### src/rtl/axil_pkg.sv
// Shared response codes and channel FSM state encodings for the AXI4-Lite register slave.
package axil_pkg;
   localparam logic [1:0] RESP_OKAY   = 2'b00;
   localparam logic [1:0] RESP_SLVERR = 2'b10;

   typedef enum logic {W_IDLE, W_RESP} wstate_e;
   typedef enum logic {R_IDLE, R_DATA} rstate_e;
endpackage

### src/rtl/axil_reg_bank.sv
// NUM_REGS x 32-bit register storage: one byte-strobed write port, one async read port.
module axil_reg_bank #(
   parameter int NUM_REGS = 16,
   parameter int IW       = 4
) (
   input  logic                     clk_i,
   input  logic                     rstn_i,
   input  logic                     we_i,
   input  logic [IW-1:0]            widx_i,
   input  logic [31:0]              wdata_i,
   input  logic [3:0]               wstrb_i,
   input  logic [IW-1:0]            ridx_i,
   output logic [31:0]              rdata_o,
   output logic [32*NUM_REGS-1:0]   regs_flat_o
);
   logic [NUM_REGS-1:0][31:0] regs_q;

   always_ff @(posedge clk_i or negedge rstn_i) begin
      if (!rstn_i) begin
         regs_q <= '0;
      end else if (we_i) begin
         for (int b = 0; b < 4; b++) begin
            if (wstrb_i[b]) regs_q[widx_i][8*b +: 8] <= wdata_i[8*b +: 8];
         end
      end
   end

   assign rdata_o     = regs_q[ridx_i];
   assign regs_flat_o = regs_q;
endmodule

### src/rtl/axil_reg_slave.sv
// AXI4-Lite register slave: independent write/read channel FSMs over axil_reg_bank.
// Define AXIL_REG_SLAVE_DECERR_EN to answer out-of-range accesses with SLVERR.
module axil_reg_slave
   import axil_pkg::*;
#(
   parameter int ADDR_WIDTH = 32,
   parameter int NUM_REGS   = 16,
   parameter int BASE       = 0
) (
   input  logic                    clk,
   input  logic                    rstn,
   input  logic [ADDR_WIDTH-1:0]   s_awaddr,
   input  logic [2:0]              s_awprot,
   input  logic                    s_awvalid,
   output logic                    s_awready,
   input  logic [31:0]             s_wdata,
   input  logic [3:0]              s_wstrb,
   input  logic                    s_wvalid,
   output logic                    s_wready,
   output logic [1:0]              s_bresp,
   output logic                    s_bvalid,
   input  logic                    s_bready,
   input  logic [ADDR_WIDTH-1:0]   s_araddr,
   input  logic [2:0]              s_arprot,
   input  logic                    s_arvalid,
   output logic                    s_arready,
   output logic [31:0]             s_rdata,
   output logic [1:0]              s_rresp,
   output logic                    s_rvalid,
   input  logic                    s_rready,
   output logic [32*NUM_REGS-1:0]  regs_flat,
   output logic                    wr_pulse,
   output logic [7:0]              wr_index
);
   localparam int IW = (NUM_REGS > 1) ? $clog2(NUM_REGS) : 1;
   localparam logic [ADDR_WIDTH-1:0] BASE_A = ADDR_WIDTH'(BASE);
   localparam logic [ADDR_WIDTH-1:0] NREG_A = ADDR_WIDTH'(NUM_REGS);
`ifdef AXIL_REG_SLAVE_DECERR_EN
   localparam logic [1:0] ERR_RESP = RESP_SLVERR;
`else
   localparam logic [1:0] ERR_RESP = RESP_OKAY;
`endif

   wstate_e               wstate_q, wstate_d;
   rstate_e               rstate_q, rstate_d;
   logic                  rdy_q;
   logic                  aw_held_q, aw_held_d, w_held_q, w_held_d;
   logic [ADDR_WIDTH-1:0] awaddr_q, awaddr_d;
   logic [31:0]           wdata_q, wdata_d;
   logic [3:0]            wstrb_q, wstrb_d;
   logic                  bvalid_q, bvalid_d, rvalid_q, rvalid_d;
   logic [1:0]            bresp_q, bresp_d, rresp_q, rresp_d;
   logic                  wr_pulse_q, wr_pulse_d;
   logic [7:0]            wr_index_q, wr_index_d;
   logic [31:0]           rdata_q, rdata_d, bank_rdata;
   logic                  bank_we;

   // Extra top bit is the borrow of addr - BASE: set means addr is below BASE.
   logic [ADDR_WIDTH:0]   w_diff, r_diff;
   logic                  w_ok, r_ok;
   assign w_diff = {1'b0, awaddr_q} - {1'b0, BASE_A};
   assign r_diff = {1'b0, s_araddr} - {1'b0, BASE_A};
   assign w_ok   = !w_diff[ADDR_WIDTH] && ((w_diff[ADDR_WIDTH-1:0] >> 2) < NREG_A);
   assign r_ok   = !r_diff[ADDR_WIDTH] && ((r_diff[ADDR_WIDTH-1:0] >> 2) < NREG_A);

   logic unused_bits;
   assign unused_bits = ^{s_awprot, s_arprot, w_diff[1:0], r_diff[1:0]};

   assign s_awready = rdy_q && (wstate_q == W_IDLE) && !aw_held_q;
   assign s_wready  = rdy_q && (wstate_q == W_IDLE) && !w_held_q;
   assign s_arready = rdy_q && (rstate_q == R_IDLE);

   always_comb begin
      wstate_d   = wstate_q;
      aw_held_d  = aw_held_q;
      w_held_d   = w_held_q;
      awaddr_d   = awaddr_q;
      wdata_d    = wdata_q;
      wstrb_d    = wstrb_q;
      bvalid_d   = bvalid_q;
      bresp_d    = bresp_q;
      wr_pulse_d = 1'b0;
      wr_index_d = wr_index_q;
      bank_we    = 1'b0;
      case (wstate_q)
         W_IDLE: begin
            if (s_awvalid && s_awready) begin
               aw_held_d = 1'b1;
               awaddr_d  = s_awaddr;
            end
            if (s_wvalid && s_wready) begin
               w_held_d = 1'b1;
               wdata_d  = s_wdata;
               wstrb_d  = s_wstrb;
            end
            if (aw_held_q && w_held_q) begin
               bank_we    = w_ok;
               aw_held_d  = 1'b0;
               w_held_d   = 1'b0;
               wr_pulse_d = 1'b1;
               wr_index_d = w_ok ? 8'(w_diff[ADDR_WIDTH-1:0] >> 2) : 8'hFF;
               bvalid_d   = 1'b1;
               bresp_d    = w_ok ? RESP_OKAY : ERR_RESP;
               wstate_d   = W_RESP;
            end
         end
         W_RESP: begin
            if (s_bready) begin
               bvalid_d = 1'b0;
               wstate_d = W_IDLE;
            end
         end
      endcase
   end

   always_comb begin
      rstate_d = rstate_q;
      rvalid_d = rvalid_q;
      rdata_d  = rdata_q;
      rresp_d  = rresp_q;
      case (rstate_q)
         R_IDLE: begin
            if (s_arvalid && s_arready) begin
               rvalid_d = 1'b1;
               rdata_d  = r_ok ? bank_rdata : 32'h0;
               rresp_d  = r_ok ? RESP_OKAY : ERR_RESP;
               rstate_d = R_DATA;
            end
         end
         R_DATA: begin
            if (s_rready) begin
               rvalid_d = 1'b0;
               rstate_d = R_IDLE;
            end
         end
      endcase
   end

   always_ff @(posedge clk or negedge rstn) begin
      if (!rstn) begin
         wstate_q   <= W_IDLE;
         rstate_q   <= R_IDLE;
         rdy_q      <= 1'b0;
         aw_held_q  <= 1'b0;
         w_held_q   <= 1'b0;
         awaddr_q   <= '0;
         wdata_q    <= '0;
         wstrb_q    <= '0;
         bvalid_q   <= 1'b0;
         bresp_q    <= RESP_OKAY;
         wr_pulse_q <= 1'b0;
         wr_index_q <= '0;
         rvalid_q   <= 1'b0;
         rdata_q    <= '0;
         rresp_q    <= RESP_OKAY;
      end else begin
         wstate_q   <= wstate_d;
         rstate_q   <= rstate_d;
         rdy_q      <= 1'b1;
         aw_held_q  <= aw_held_d;
         w_held_q   <= w_held_d;
         awaddr_q   <= awaddr_d;
         wdata_q    <= wdata_d;
         wstrb_q    <= wstrb_d;
         bvalid_q   <= bvalid_d;
         bresp_q    <= bresp_d;
         wr_pulse_q <= wr_pulse_d;
         wr_index_q <= wr_index_d;
         rvalid_q   <= rvalid_d;
         rdata_q    <= rdata_d;
         rresp_q    <= rresp_d;
      end
   end

   axil_reg_bank #(.NUM_REGS(NUM_REGS), .IW(IW)) u_bank (
      .clk_i       (clk),
      .rstn_i      (rstn),
      .we_i        (bank_we),
      .widx_i      (w_diff[IW+1:2]),
      .wdata_i     (wdata_q),
      .wstrb_i     (wstrb_q),
      .ridx_i      (r_diff[IW+1:2]),
      .rdata_o     (bank_rdata),
      .regs_flat_o (regs_flat)
   );

   assign s_bvalid = bvalid_q;
   assign s_bresp  = bresp_q;
   assign s_rvalid = rvalid_q;
   assign s_rdata  = rdata_q;
   assign s_rresp  = rresp_q;
   assign wr_pulse = wr_pulse_q;
   assign wr_index = wr_index_q;
endmodule

### config.mk
export PLATFORM = sky130hd
export DESIGN_NAME = axil_reg_slave
export DESIGN_NICKNAME = d
export VERILOG_FILES = /design/src/rtl/axil_pkg.sv /design/src/rtl/axil_reg_bank.sv /design/src/rtl/axil_reg_slave.sv
export SDC_FILE = /design/constraint.sdc
export NUM_CORES = 1
export LEC_CHECK = 0
export ABC_CLOCK_PERIOD_IN_PS = 3800
export BUFFER_PORTS_ARGS = -buffer_cell sky130_fd_sc_hd__buf_2
export CORE_AREA = 5 5 260 262
export DETAILED_ROUTE_END_ITERATION = 8
export DIE_AREA = 0 0 265 267
export GPL_ROUTABILITY_DRIVEN = 0
export PLACE_DENSITY = 0.65
export SYNTH_ARGS = -nofsm -noshare
export SYNTH_HDL_FRONTEND = slang
export SYNTH_SLANG_ARGS = --single-unit
### constraint.sdc
create_clock -name clk -period 3.8 [get_ports clk]
set_clock_uncertainty 0.05 [all_clocks]
set_input_delay 0.76 -clock clk [delete_from_list [all_inputs] [get_ports clk]]
set_output_delay 0.76 -clock clk [all_outputs]
set_load 0.01 [all_outputs]
* After elaboration in Yosys (flattened, before gate mapping)
Cells that the tools add are included.
W data, S select, Z words.
** Operators by class
- $lt $le $gt $ge :: 5
- Eq/ne operators :: 4
- Multiplexer cells :: 42
- Bitwise gates (word level) :: 2
- Reductions and logical operators :: 21
** Operator list (number)
- $mux W512 :: 7
- $bwmux W512 :: 4
- $demux W32 S4 :: 4
- $bmux W32 S4 :: 1
- $mux W32 :: 3
- $lt A30 B5 Y1 const B :: 2
- $mux W24 :: 1
- $mux W16 :: 1
- $mux W8 :: 2
- $reduce_and A2 Y1 :: 8
- $mux W1 :: 15
- $lt A4 B5 Y1 const B :: 2
- $logic_and A1 B1 Y1 :: 9
- $pmux W1 S2 :: 4
- $ge A4 B1 Y1 const B :: 1
- $ne A2 B1 Y1 const B :: 2
- $ne A2 B2 Y1 const B :: 2
- $reduce_bool A2 Y1 :: 2
- $logic_not A1 Y1 :: 2
- $not A1 Y1 :: 2
** Word-level totals
- Register bits :: 628
- Output and inout bits :: 562
- Logic and storage cells :: 103

* Depth between registers and ports, before layout
Gate-level depths: netlist of run 1.
- Word-level depth :: 15
- Gate-level depth with buffers :: 7
- Depth with buffers taken out :: 4

* By module
Synthesis of run 1 repeated with hierarchy kept, for this count alone.
** Second synthesis, totals
- Cell total of the unflattened synthesis :: 1802
- Area total of the unflattened synthesis :: 27878.0 um^2
** Modules (own cells, without submodules)
- axil_reg_bank :: instances 1, cells each 1430, area an instance 23030.8 um^2
- axil_reg_slave :: instances 1, cells each 372, area an instance 4847.1 um^2

* Least setup slack after synthesis of run 1
OpenSTA, ideal clock, no wires.
- Path type :: input -> register
- Start point :: in s_araddr[3]
- End point :: reg rdata_q[23], in the netlist s_rdata[23]
- Setup time :: 0.121 ns
- Arrival time :: 2.534 ns
- Slack :: 1.095 ns
- Cell stages on the path :: 6
- Path through :: clkbuf_1 -> buf_1 -> mux4_2 -> a22oi_1 -> nand2_1 -> a22o_1
** Between the ends
- Longest elaborated chain between the ends :: 3
** RTL lines
- start, declared :: line axil_reg_slave.sv:23 : input logic [ADDR_WIDTH-1:0] s_araddr,
- branches (longest 2 deep; another with $lt A30 B5 Y1)
- $mux W32 * :: line axil_reg_slave.sv:125 : rdata_d = r_ok ? bank_rdata : 32'h0;
- end signal, assigned :: line axil_reg_slave.sv:170 : rdata_q <= rdata_d;
- end, declared :: line axil_reg_slave.sv:55 : logic [31:0] rdata_q, rdata_d, bank_rdata;
Mark *: on every way between the ends. The select of a mux whose other input is x is not followed.
A chain may end at the register's enable or synchronous reset.

* Final worst setup path of run 1
- Start point :: reg awaddr_q[18]
- End point :: reg u_bank.regs_q (netlist bit u_bank.regs_flat_o[335])
** Between the ends
- Longest elaborated chain between the ends :: 3
** RTL lines
- start, declared :: line axil_reg_slave.sv:48 : logic [ADDR_WIDTH-1:0] awaddr_q, awaddr_d;
- start signal, assigned :: line axil_reg_slave.sv:162 : awaddr_q <= awaddr_d;
- $lt A30 B5 Y1 :: line axil_reg_slave.sv:63 : assign w_ok = !w_diff[ADDR_WIDTH] && ((w_diff[ADDR_WIDTH-1:0] >> 2) < NREG_A);
- $mux W1 :: line axil_reg_slave.sv:96 : if (aw_held_q && w_held_q) begin
- $mux W1 :: line axil_reg_slave.sv:85 : case (wstate_q)
- end signal, assigned by index :: line axil_reg_bank.sv:23 : if (wstrb_i[b]) regs_q[widx_i][8*b +: 8] <= wdata_i[8*b +: 8];
- end, declared :: line axil_reg_bank.sv:16 : logic [NUM_REGS-1:0][31:0] regs_q;
No other way between the ends.

==> flow_metrics.tcl, run 1 <==
set metrics [dict create \
    cts_hold_buffers 0 \
    cts_setup_buffers 0 \
    nFillCells 5371 \
    cts_inserted_buffers 68 \
    setup_slack_ps 908.6 \
    dieWidth_um 265 \
    layout_worst_path_cycle_share_pct 76.09 \
    grt_antenna_before_repair 3 \
    avgViaCountPerCell 5.741 \
    area_growth_pct 25.27 \
    syn_inst 1730 \
    grt_pass1_vias 20740 \
    ys_async_sr_fraction_pct 100.0 \
    clockBufferDepth 3 \
    grt_first_pass_wirelength_um 143100 \
    setup.worst_path.start_class "flip-flop" \
    wirelength_um 98020 \
    combPwrFrac_pct 10.1 \
    synth_common_cells "dfrtp_1 (626), mux2_2 (461), mux4_2 (128)" \
    grt_max_degree 98 \
    drtPass1Iterations 5 \
    power.net_switching_w 0.004789 \
    port_buffers 660 \
    ant_nets 0 \
    seqPwrFrac_pct 49.2 \
    clock_power_share_pct 40.8 \
    cts_tree "done" \
    crit_path_end_kind "flip-flop" \
    rsz0062_at_grt "false" \
    drv_slew 0 \
    hpwl_um 67840 \
    outcome "finished clean" \
    yosys.cell_types.count 35 \
    r2r_setup_slack_ps 910 \
    syn_area_um2 28640 \
    clkTransAtPathRegs_ps 60 \
    place_ws_ps 894.8 \
    yosysMostFrequentCell "dfrtp_1" \
    die_area_um2 70760 \
    num_vias 19370 \
    post_cts_resized 0 \
    fmax_mhz 345.8 \
    min_period_ps 2891 \
    crit_required_ps 4220 \
    leakagePower_nw 18.87 \
    dp_cells 3250 \
    yosysTopAreaCellShare_pct 54.70 \
    path_class "reg -> reg" \
    maxSlewHeadroom_pct 36.45 \
    die_y_um 267 \
    avgSynthCellArea_um2 16.55 \
    pwr_density_cell_nw_per_um2 455.3 \
    maxCapViolations 0 \
    worstPathMaxFanout 66 \
    reg2reg_to "u_bank.regs_flat_o[335]" \
    sw_frac_of_total_pct 29.32 \
    grtUsageTotal_pct 27.06 \
    fin_tns_setup_ps 0 \
    worst_slew_pin_slew_ps 953.2 \
    cts.sinks 626 \
    root_buffer "clkbuf_16" \
    insertion_delay_ps 600 \
    finish.utilization_pct 55.06 \
    fin_nets 2569 \
    synth_ff_type "dfrtp_1" \
    synth_area_leaders "dfrtp_1 (55%), mux2_2 (18%), mux4_2 (10%)" \
    avgRoutedWirePerCell_um 29.06 \
    seq_area_frac_synth_pct 54.70 \
    setup_viol_count_final 0 \
    core_area_um2 65160 \
    crit_arrival_ps 3310 \
    reg2reg_depth 6 \
    floorplan.rows 94 \
    drive_gt1_share_pct 65.47 \
    hold_viol_final 0 \
    min_path_type "in -> async" \
    final_cell_count_no_fill 3373 \
    synth_edf_count 0 \
    drtIter0Drc 1416 \
    drc_errors 0 \
    vdd_drop_max_mv 0.4643 \
    start_util_pct 43.95 \
    htreeDepth 3 \
    yosys_warnings 0 \
    pin_count 675 \
    r2r_start "awaddr_q[18]" \
    synth-seq-cells 626 \
    overflow 0 \
    yosysTopAreaCell "dfrtp_1" \
    p_int_w 0.01154 \
]
through the flow:
step	cell area, µm²	power (W)	hold WS [ps]
6_report	35870	0.01633	177.8
3_3_place_gp	33630	0.009669	430.0
2_1_floorplan	28650	0.008957	395.5
4_1_cts	35860	0.01646	195.8
5_1_grt	35870	0.01697	220.7
3_5_place_dp	33630	0.009781	434.2
cell families (layout without fill, tap and decap cells):
kind of cell / Yosys count / after routing / share of synthesized area [%]
AO/OA/AOI/OAI: 106 / 106 / 2.892
flip-flops: 626 / 626 / 54.70
multiplexers: 703 / 703 / 34.03
other: 2 / 9 / 0.02622
buffers and inverters: 121 / 893 / 1.861
AND/OR/NAND/NOR: 172 / 172 / 6.488
routing by layer:
| layer | GRT usage (%) | routed length [µm] | vias up |
|---|---|---|---|
| li1 | - | - | 8042 |
| met4 | 9.483 | 3555 | 0 |
| met1 | 33.95 | 37670 | 10370 |
| met3 | 6.941 | 7490 | 177 |
| met5 | 0 | 0 | - |
| met2 | 45.95 | 49300 | 778 |
cell type report:
| cell class | instances | area (µm²) | area share (%) |
|---|---|---|---|
| Sequential cell | 626 | 15670 | 43.67 |
| Clock buffer | 96 | 1928 | 5.375 |
| Clock inverter | 23 | 307.8 | 0.8580 |
| Timing Repair Buffer | 768 | 4365 | 12.17 |
| Tap cell | 864 | 1081 | 3.013 |
| Multi-Input combinational cell | 986 | 12490 | 34.83 |
| Inverter | 6 | 22.52 | 0.06278 |
| Antenna cell | 4 | 10.01 | 0.02790 |
power groups by stage:
| stage | clock network, W | logic [W] | registers (W) |
|---|---|---|---|
| after detailed placement | 0 | 0.00166 | 0.00812 |
| after global placement | 0 | 0.00161 | 0.00806 |
| after CTS | 0.00680 | 0.00167 | 0.00799 |
| after global routing | 0.00708 | 0.00178 | 0.00811 |
| after floorplan | 0 | 0.00149 | 0.00747 |
| final | 0.00666 | 0.00164 | 0.00803 |
flip-flops by register name, summed over array words and instances, names as in the netlist, 4 cells and up:
register / flops
awaddr_q: 30
u_bank.regs_flat_o: 512
s_rdata: 32
wr_index: 8
wstrb_q: 4
wdata_q: 32
placed cells by master (no fill, tap or decap), drive strengths merged:
master    synthesis  final
a22oi            62     62
nor2b             8      8
nand2            50     50
clkinv            0     11
mux2            574    574
and2              1      1
clkbuf           46     96
a22o             31     31
buf              69    768
a32o              1      1
or4               1      1
conb              2      5
a21o              1      1
nand4             4      4
bufinv            0      5
dfrtp           626    626
diode             0      4
and3b             1      1
or2               1      1
nor3b             2      2
nor2             21     21
nor4             76     76
o21ai             5      5
inv               6      7
nand2b            1      1
o22a              4      4
a21oi             1      1
mux4            128    128
nand3             6      6
a211o             1      1
mux2i             1      1
clkinvlp          0      6
worst max path at each step:
stage / from / endpoint / slack [ps] / cells after the start
floorplan: s_araddr[3] / s_rdata[23] / 1090 / 6
global placement: s_araddr[3] / s_rdata[11] / 880 / 6
detailed placement: s_araddr[3] / s_rdata[11] / 890 / 6
CTS: awaddr_q[18] / u_bank.regs_flat_o[471] / 930 / 5
global route: awaddr_q[18] / u_bank.regs_flat_o[335] / 850 / 6
finish: awaddr_q[18] / u_bank.regs_flat_o[335] / 910 / 6
critical path, stage by stage (launching register included):
cell     delay, ps
dfrtp_1        380
nor4_1         370
nand4_1        260
buf_12         310
nor4_4         640
buf_4          280
mux2_2         350
Power figures use the tool's default switching activity.
==> run 2, diff against run 1 <==
--- a/config.mk
+++ b/config.mk
@@ -5,13 +5,14 @@
 export SDC_FILE = /design/constraint.sdc
 export NUM_CORES = 1
 export LEC_CHECK = 0
-export ABC_CLOCK_PERIOD_IN_PS = 3800
+export ABC_AREA = 1
+export ABC_CLOCK_PERIOD_IN_PS = 2800
 export BUFFER_PORTS_ARGS = -buffer_cell sky130_fd_sc_hd__buf_2
-export CORE_AREA = 5 5 260 262
+export CORE_AREA = 5 5 261 263
 export DETAILED_ROUTE_END_ITERATION = 8
-export DIE_AREA = 0 0 265 267
+export DIE_AREA = 0 0 266 268
 export GPL_ROUTABILITY_DRIVEN = 0
-export PLACE_DENSITY = 0.65
+export PLACE_DENSITY = 0.67
 export SYNTH_ARGS = -nofsm -noshare
 export SYNTH_HDL_FRONTEND = slang
 export SYNTH_SLANG_ARGS = --single-unit
==> constraint.sdc (replaced) <==
create_clock -name clk -period 2.8 [get_ports clk]
set_clock_uncertainty 0.05 [all_clocks]
set_input_delay 0.56 -clock clk [delete_from_list [all_inputs] [get_ports clk]]
set_output_delay 0.56 -clock clk [all_outputs]
set_load 0.01 [all_outputs]
==> run 2 against run 1 <==
Compared with the run above:
- synthesized area up 6.4%
- die area up 0.75%
- register-to-register slack worse by 420 ps
- largest cell class unchanged
- largest power group unchanged
- highest routed layer unchanged
==> flow_metrics.tcl, run 2 <==
set metrics [dict create \
    clock_power_share_pct 37.2 \
    fmax_mhz 432.6 \
    worstPathMaxFanout 67 \
    hpwl_um 90130 \
    drc_errors 0 \
    final_cell_count_no_fill 5296 \
    synth_top_family_by_area "simple AND/OR/NAND/NOR gates" \
    overflow 0 \
    htreeDepth 3 \
    grt_antenna_before_repair 1 \
    hold-path-endpoint "wstate_q" \
    mostFrequentLayoutCell "nand2_1" \
    clockBufferDepth 3 \
    syn_inst 3873 \
    power.net_switching_w 0.009341 \
    seqPwrFrac_pct 46.6 \
    die_area_um2 71290 \
    cts_inserted_buffers 73 \
    synth_ff_type "dfrtp_1" \
    p_int_w 0.01647 \
    avgViaCountPerCell 5.884 \
    floorplan.rows 94 \
    ys_async_sr_fraction_pct 100.0 \
    synth_area_leaders "dfrtp_1 (51%), nand2_1 (20%), nand4_1 (11%)" \
    pwr_density_cell_nw_per_um2 692.4 \
    core_area_um2 65390 \
    largest_reg_flops 512 \
    post_cts_resized 0 \
    yosys_warnings 0 \
    synth_common_cells "nand2_1 (1637), dfrtp_1 (626), nand3_1 (546)" \
    clkTransAtPathRegs_ps 60 \
    synth.area.mux_share_pct 2.290 \
    fin_nets 4493 \
    grtUsageTotal_pct 34.48 \
    crit_required_ps 3250 \
    reg2reg_to "u_bank.regs_flat_o[247]" \
    hold_viol_final 0 \
    yosysMostFrequentCell "nand2_1" \
    synth_compound_area_share_pct 0.2134 \
    area_growth_pct 22.28 \
    root_buffer "clkbuf_16" \
    pin_count 675 \
    avgSynthCellArea_um2 7.870 \
    die_y_um 268 \
    cts_tree "done" \
    combPwrFrac_pct 16.2 \
    dp_cells 5168 \
    num_vias 31160 \
    start_util_pct 46.61 \
    yosys.cell_types.count 20 \
    cts_hold_buffers 1 \
    seq_area_frac_synth_pct 51.39 \
    drive_gt1_share_pct 22.27 \
    synth_edf_count 0 \
    nFillCells 6169 \
    finalPower_w 0.02581 \
    leakagePower_nw 20.47 \
    maxCapViolations 0 \
    fin_tns_setup_ps 0 \
    final_cell_mix "nand2_1 (1636), buf_2 (657), dfrtp_1 (622)" \
    crit_arrival_ps 2760 \
    cts_setup_buffers 0 \
    grt_pass1_vias 29540 \
    min_period_ps 2311 \
    hold_depth 2 \
    port_buffers 660 \
    yosysTopAreaCell "dfrtp_1" \
    r2r_start "awaddr_q[31]" \
    setup_viol_count_final 0 \
    worst_slew_pin_slew_ps 1081 \
    avgRoutedWirePerCell_um 24.01 \
    grt_max_degree 102 \
    setup.worst_path.start_class "flip-flop" \
    synthSimpleGateAreaFrac_pct 40.69 \
    grt_first_pass_wirelength_um 189400 \
    layout_worst_path_cycle_share_pct 82.55 \
    vdd_drop_max_mv 0.8379 \
    reg2reg_depth 10 \
    r2r_setup_slack_ps 490 \
    synth_xor_area_share_pct 0 \
    crit_path_end_kind "flip-flop" \
    syn_area_um2 30480 \
    insertion_delay_ps 630 \
    drtIter0Drc 3314 \
    outcome "finished clean" \
    min_path_type "in -> reg" \
    synthAdderAreaFrac_pct 0 \
    drtPass1Iterations 6 \
    ant_nets 0 \
    min_from "s_bready" \
    path_class "reg -> reg" \
    synth-seq-cells 626 \
    rsz0062_at_grt "false" \
    cts.sinks 626 \
    maxSlewHeadroom_pct 27.94 \
    sw_frac_of_total_pct 36.19 \
    yosysTopAreaCellShare_pct 51.39 \
    wirelength_um 127200 \
    drv_slew 0 \
    dieWidth_um 266 \
]
## run 2: cell types whose count changed after synthesis, sizes merged, moves of 76 or more
cell,change
nand2,+1587
mux4,-128
mux2,-512
nand4,+510
clkbuf,+217
nor4,-76
nand3,+540
## run 2: power by group through the flow
stage          combinational (W)  sequential (W)  clock [W]
2_1_floorplan            0.00366         0.00989          0
3_3_place_gp             0.00403          0.0121          0
3_5_place_dp             0.00408          0.0121          0
4_1_cts                  0.00409          0.0119    0.00971
5_1_grt                  0.00442          0.0121     0.0101
6_report                 0.00417          0.0120    0.00961
## run 2: stage by stage
stage               util, %  setup WS [ps]  cell area (µm²)  hold WS (ps)
global route          57.00          325.2            37270         79.04
CTS                   57.00          492.8            37270         47.14
finish                57.00          488.7            37270         80.50
floorplan                 -          980.7            30490         214.4
global placement      53.35          562.2            34890         408.8
detailed placement    53.35          544.7            34890         410.1
## run 2: routing by layer
layer | global-route usage, % | part of all wire [%] | vias to the layer above
li1 | - | - | 14090
met1 | 42.01 | 36 | 15090
met2 | 57.07 | 48 | 1618
met3 | 8.149 | 9.1 | 357
met4 | 18.85 | 6.6 | 0
met5 | 0 | 0 | -
## run 2: layout make-up
type                            count  area, µm²  share of cell area [%]
Sequential cell                   626      15680                   42.07
Timing Repair Buffer              791       4773                   12.81
Multi-Input combinational cell   2855      13230                   35.49
Antenna cell                        1      2.502                0.006714
Tap cell                          864       1081                   2.900
Inverter                           33      133.9                  0.3592
Clock inverter                     19      247.7                  0.6647
Clock buffer                      107       2126                   5.703
## run 2: critical path, stage by stage, from the launching register on
cell,delay [ps]
dfrtp_1,370
nor2_1,100
nand2_1,50
nor2_1,190
nand2_1,120
nor2_4,170
buf_12,170
buf_12,280
nand3_1,410
nand2_1,170
nand2_1,70
## run 2: cell families (layout without fill, tap and decap cells)
kind of cell	Yosys count	count (layout)
simple gates	2775	2775
flops	626	626
buf+inv	395	950
mux	62	62
compound gates	13	13
other cells	2	6
## run 2: worst max path at each step
stage / from / endpoint / slack (ps) / depth (start not counted)
finish: awaddr_q[31] / u_bank.regs_flat_o[247] / 490 / 10
global route: awaddr_q[19] / u_bank.regs_flat_o[108] / 330 / 10
CTS: rdy_q / s_wready / 490 / 3
detailed placement: s_araddr[2] / s_rdata[24] / 540 / 9
global placement: awaddr_q[31] / u_bank.regs_flat_o[240] / 560 / 10
floorplan: s_araddr[2] / s_rdata[10] / 980 / 10
==> run 3, diff against run 2 <==
--- a/config.mk
+++ b/config.mk
@@ -6,7 +6,7 @@
 export NUM_CORES = 1
 export LEC_CHECK = 0
 export ABC_AREA = 1
-export ABC_CLOCK_PERIOD_IN_PS = 2800
+export ABC_CLOCK_PERIOD_IN_PS = 2200
 export BUFFER_PORTS_ARGS = -buffer_cell sky130_fd_sc_hd__buf_2
 export CORE_AREA = 5 5 261 263
 export DETAILED_ROUTE_END_ITERATION = 8
==> constraint.sdc (replaced) <==
create_clock -name clk -period 2.2 [get_ports clk]
set_clock_uncertainty 0.05 [all_clocks]
set_input_delay 0.44 -clock clk [delete_from_list [all_inputs] [get_ports clk]]
set_output_delay 0.44 -clock clk [all_outputs]
set_load 0.01 [all_outputs]
==> run 3 against run 2 <==
Compared with the run above:
- utilization up 2.8 points
- first-iteration DRC count increased by 8.0%
- global-route usage grew 1.0 points
- flip-flop and latch count unchanged
- total power grew 31%
- register-to-register slack worse by 430 ps
- clock power is 30% higher
- sequential power is 24% higher
- maximum frequency grew 8.1%
==> flow_metrics.tcl, run 3 (same netlist as run 2, synthesis figures left out) <==
set metrics [dict create \
    outcome "finished clean" \
    setup_viol_count_final 0 \
    crit_arrival_ps 2580 \
    maxSlewHeadroom_pct 31.95 \
    dp_cells 5252 \
    port_buffers 660 \
    hold_viol_final 0 \
    num_vias 32260 \
    clockBufferDepth 3 \
    cts.sinks 626 \
    fin_tns_setup_ps 0 \
    combPwrFrac_pct 18.9 \
    cts_setup_buffers 0 \
    drive_gt1_share_pct 24.38 \
    overflow 0 \
    htreeDepth 3 \
    clock_power_share_pct 37.0 \
    fin_nets 4637 \
    final_cell_mix "nand2_1 (1636), buf_2 (657), dfrtp_1 (622)" \
    layout_worst_path_cycle_share_pct 97.23 \
    clkTransAtPathRegs_ps 60 \
    wirelength_um 131500 \
    drv_slew 0 \
    cts_tree "done" \
    crit_buf_inv 3 \
    path_class "reg -> reg" \
    maxCapViolations 0 \
    avgRoutedWirePerCell_um 24.14 \
    core_area_um2 65390 \
    fin_area_um2 39070 \
    vdd_drop_max_mv 0.9265 \
    p_int_w 0.02142 \
    grt_first_pass_wirelength_um 195600 \
    grt_antenna_before_repair 1 \
    crit_path_end_kind "flip-flop" \
    setup.worst_path.start_class "flip-flop" \
    root_buffer "clkbuf_16" \
    die_area_um2 71290 \
    finish.utilization_pct 59.75 \
    fmax_mhz 467.5 \
    drc_errors 0 \
    timing.hold.ws_ps 30.94 \
    crit_required_ps 2640 \
    place_area_um2 35760 \
    seqPwrFrac_pct 44.1 \
    cpPeakStageDelay_ps 440 \
    worst_slew_pin_slew_ps 1021 \
    insertion_delay_ps 630 \
    drtIter0Drc 3579 \
    start_util_pct 46.61 \
    ant_nets 0 \
    cp_slowest_cell "dfrtp_1" \
    grt_max_degree 81 \
    pin_count 675 \
    cp_top_family "simple AND/OR/NAND/NOR gates" \
    avgViaCountPerCell 5.921 \
    min_period_ps 2139 \
    worstPathMaxFanout 29 \
    die_y_um 268 \
    grt_pass1_vias 30970 \
    crit_chain "inv_2 -> nand3_1 -> nor2_1 -> nand2_1 -> nor2_4 -> buf_12 -> buf_12 -> nand3_1 -> nand2_1 -> nand2_1" \
    mostFrequentLayoutCell "nand2_1" \
    power.net_switching_w 0.01230 \
    min_path_type "in -> reg" \
    pwr_density_cell_nw_per_um2 863.0 \
    leakagePower_nw 21.25 \
    rsz0062_at_grt "true" \
    area_growth_pct 28.18 \
    crit_top_cell "nand2_1" \
    largest_reg_flops 512 \
    cts_inserted_buffers 71 \
    dieWidth_um 266 \
    floorplan.rows 94 \
    hpwl_um 94200 \
    drtPass1Iterations 7 \
    grtUsageTotal_pct 35.52 \
    nFillCells 5925 \
    sw_frac_of_total_pct 36.47 \
    final_cell_count_no_fill 5448 \
]
-- run 3: cell types whose count changed in the layout (fill, tap and decap cells not counted), sizes merged --
cell         before  now
clkbuf          108  105
clkinvlp          0    2
diode             1    2
bufinv            4    5
inv              37   34
clkinv           11   19
buf             789  873
dlygate4sd3       1   63
-- run 3: per-stage QoR --
| step | power [W] | setup slack [ps] |
|---|---|---|
| 3_5_place_dp | 0.02096 | 68.64 |
| 5_1_grt | 0.03463 | -98.34 |
| 3_3_place_gp | 0.02085 | 91.55 |
| 4_1_cts | 0.03343 | 20.88 |
| 6_report | 0.03372 | 61.03 |
| 2_1_floorplan | 0.01725 | 459.6 |
-- run 3: repair_timing --
action | in CTS | in global routing
pin swaps | 0 | 0
setup endpoints to repair | 1 | 359
hold buffers | 63 | 0
resized for setup | 1 | 46
hold endpoints to repair | 99 | 0
-- run 3: worst paths after layout --
| check | depth (start not counted) | startpoint | end | slack, ps |
|---|---|---|---|---|
| max | 10 | wstate_q | u_bank.regs_flat_o[357] | 60 |
| min | 2 | s_wdata[5] | wdata_q[5] | 30 |
| max reg2reg | 10 | wstate_q | u_bank.regs_flat_o[357] | 60 |
| min reg2reg | 2 | s_rdata[30] | s_rdata[30] | 420 |
| max in group asynchronous | 4 | rstn | u_bank.regs_flat_o[95] | 1000 |
| min in group asynchronous | 2 | rstn | awaddr_q[15] | 270 |
-- run 3: routing by layer --
layer  track usage [%]  share of wire [%]
met5                 0                  0
met2             58.23                 47
met1             42.67                 35
met3             8.185                9.5
met4             22.23                7.6
-- run 3: cell type report --
class                   instances  area [µm²]  share of cell area [%]
flip-flops and latches        626       15680                   40.13
inverters                      33       133.9                  0.3426
diodes                          2       5.005                 0.01281
clock buffers                 104        2113                   5.409
well taps                     864        1081                   2.767
repair buffers                937        6289                   16.09
clock inverters                27       336.6                  0.8614
multi-input cells            2855       13430                   34.38
-- run 3: worst reg2reg max path, delay by kind of cell (launching register included) --
family | cells | cell delay, ps
buf+inv | 3 | 510
flops | 1 | 440
simple gates | 7 | 1030
-- run 3: power by group through the flow --
stage                     clock (W)  sequential (W)  combinational (W)
final                        0.0125          0.0149            0.00637
after global routing         0.0130          0.0149            0.00668
after CTS                    0.0126          0.0147            0.00614
after detailed placement          0          0.0149            0.00603
after global placement            0          0.0149            0.00597
after floorplan                   0          0.0126            0.00465
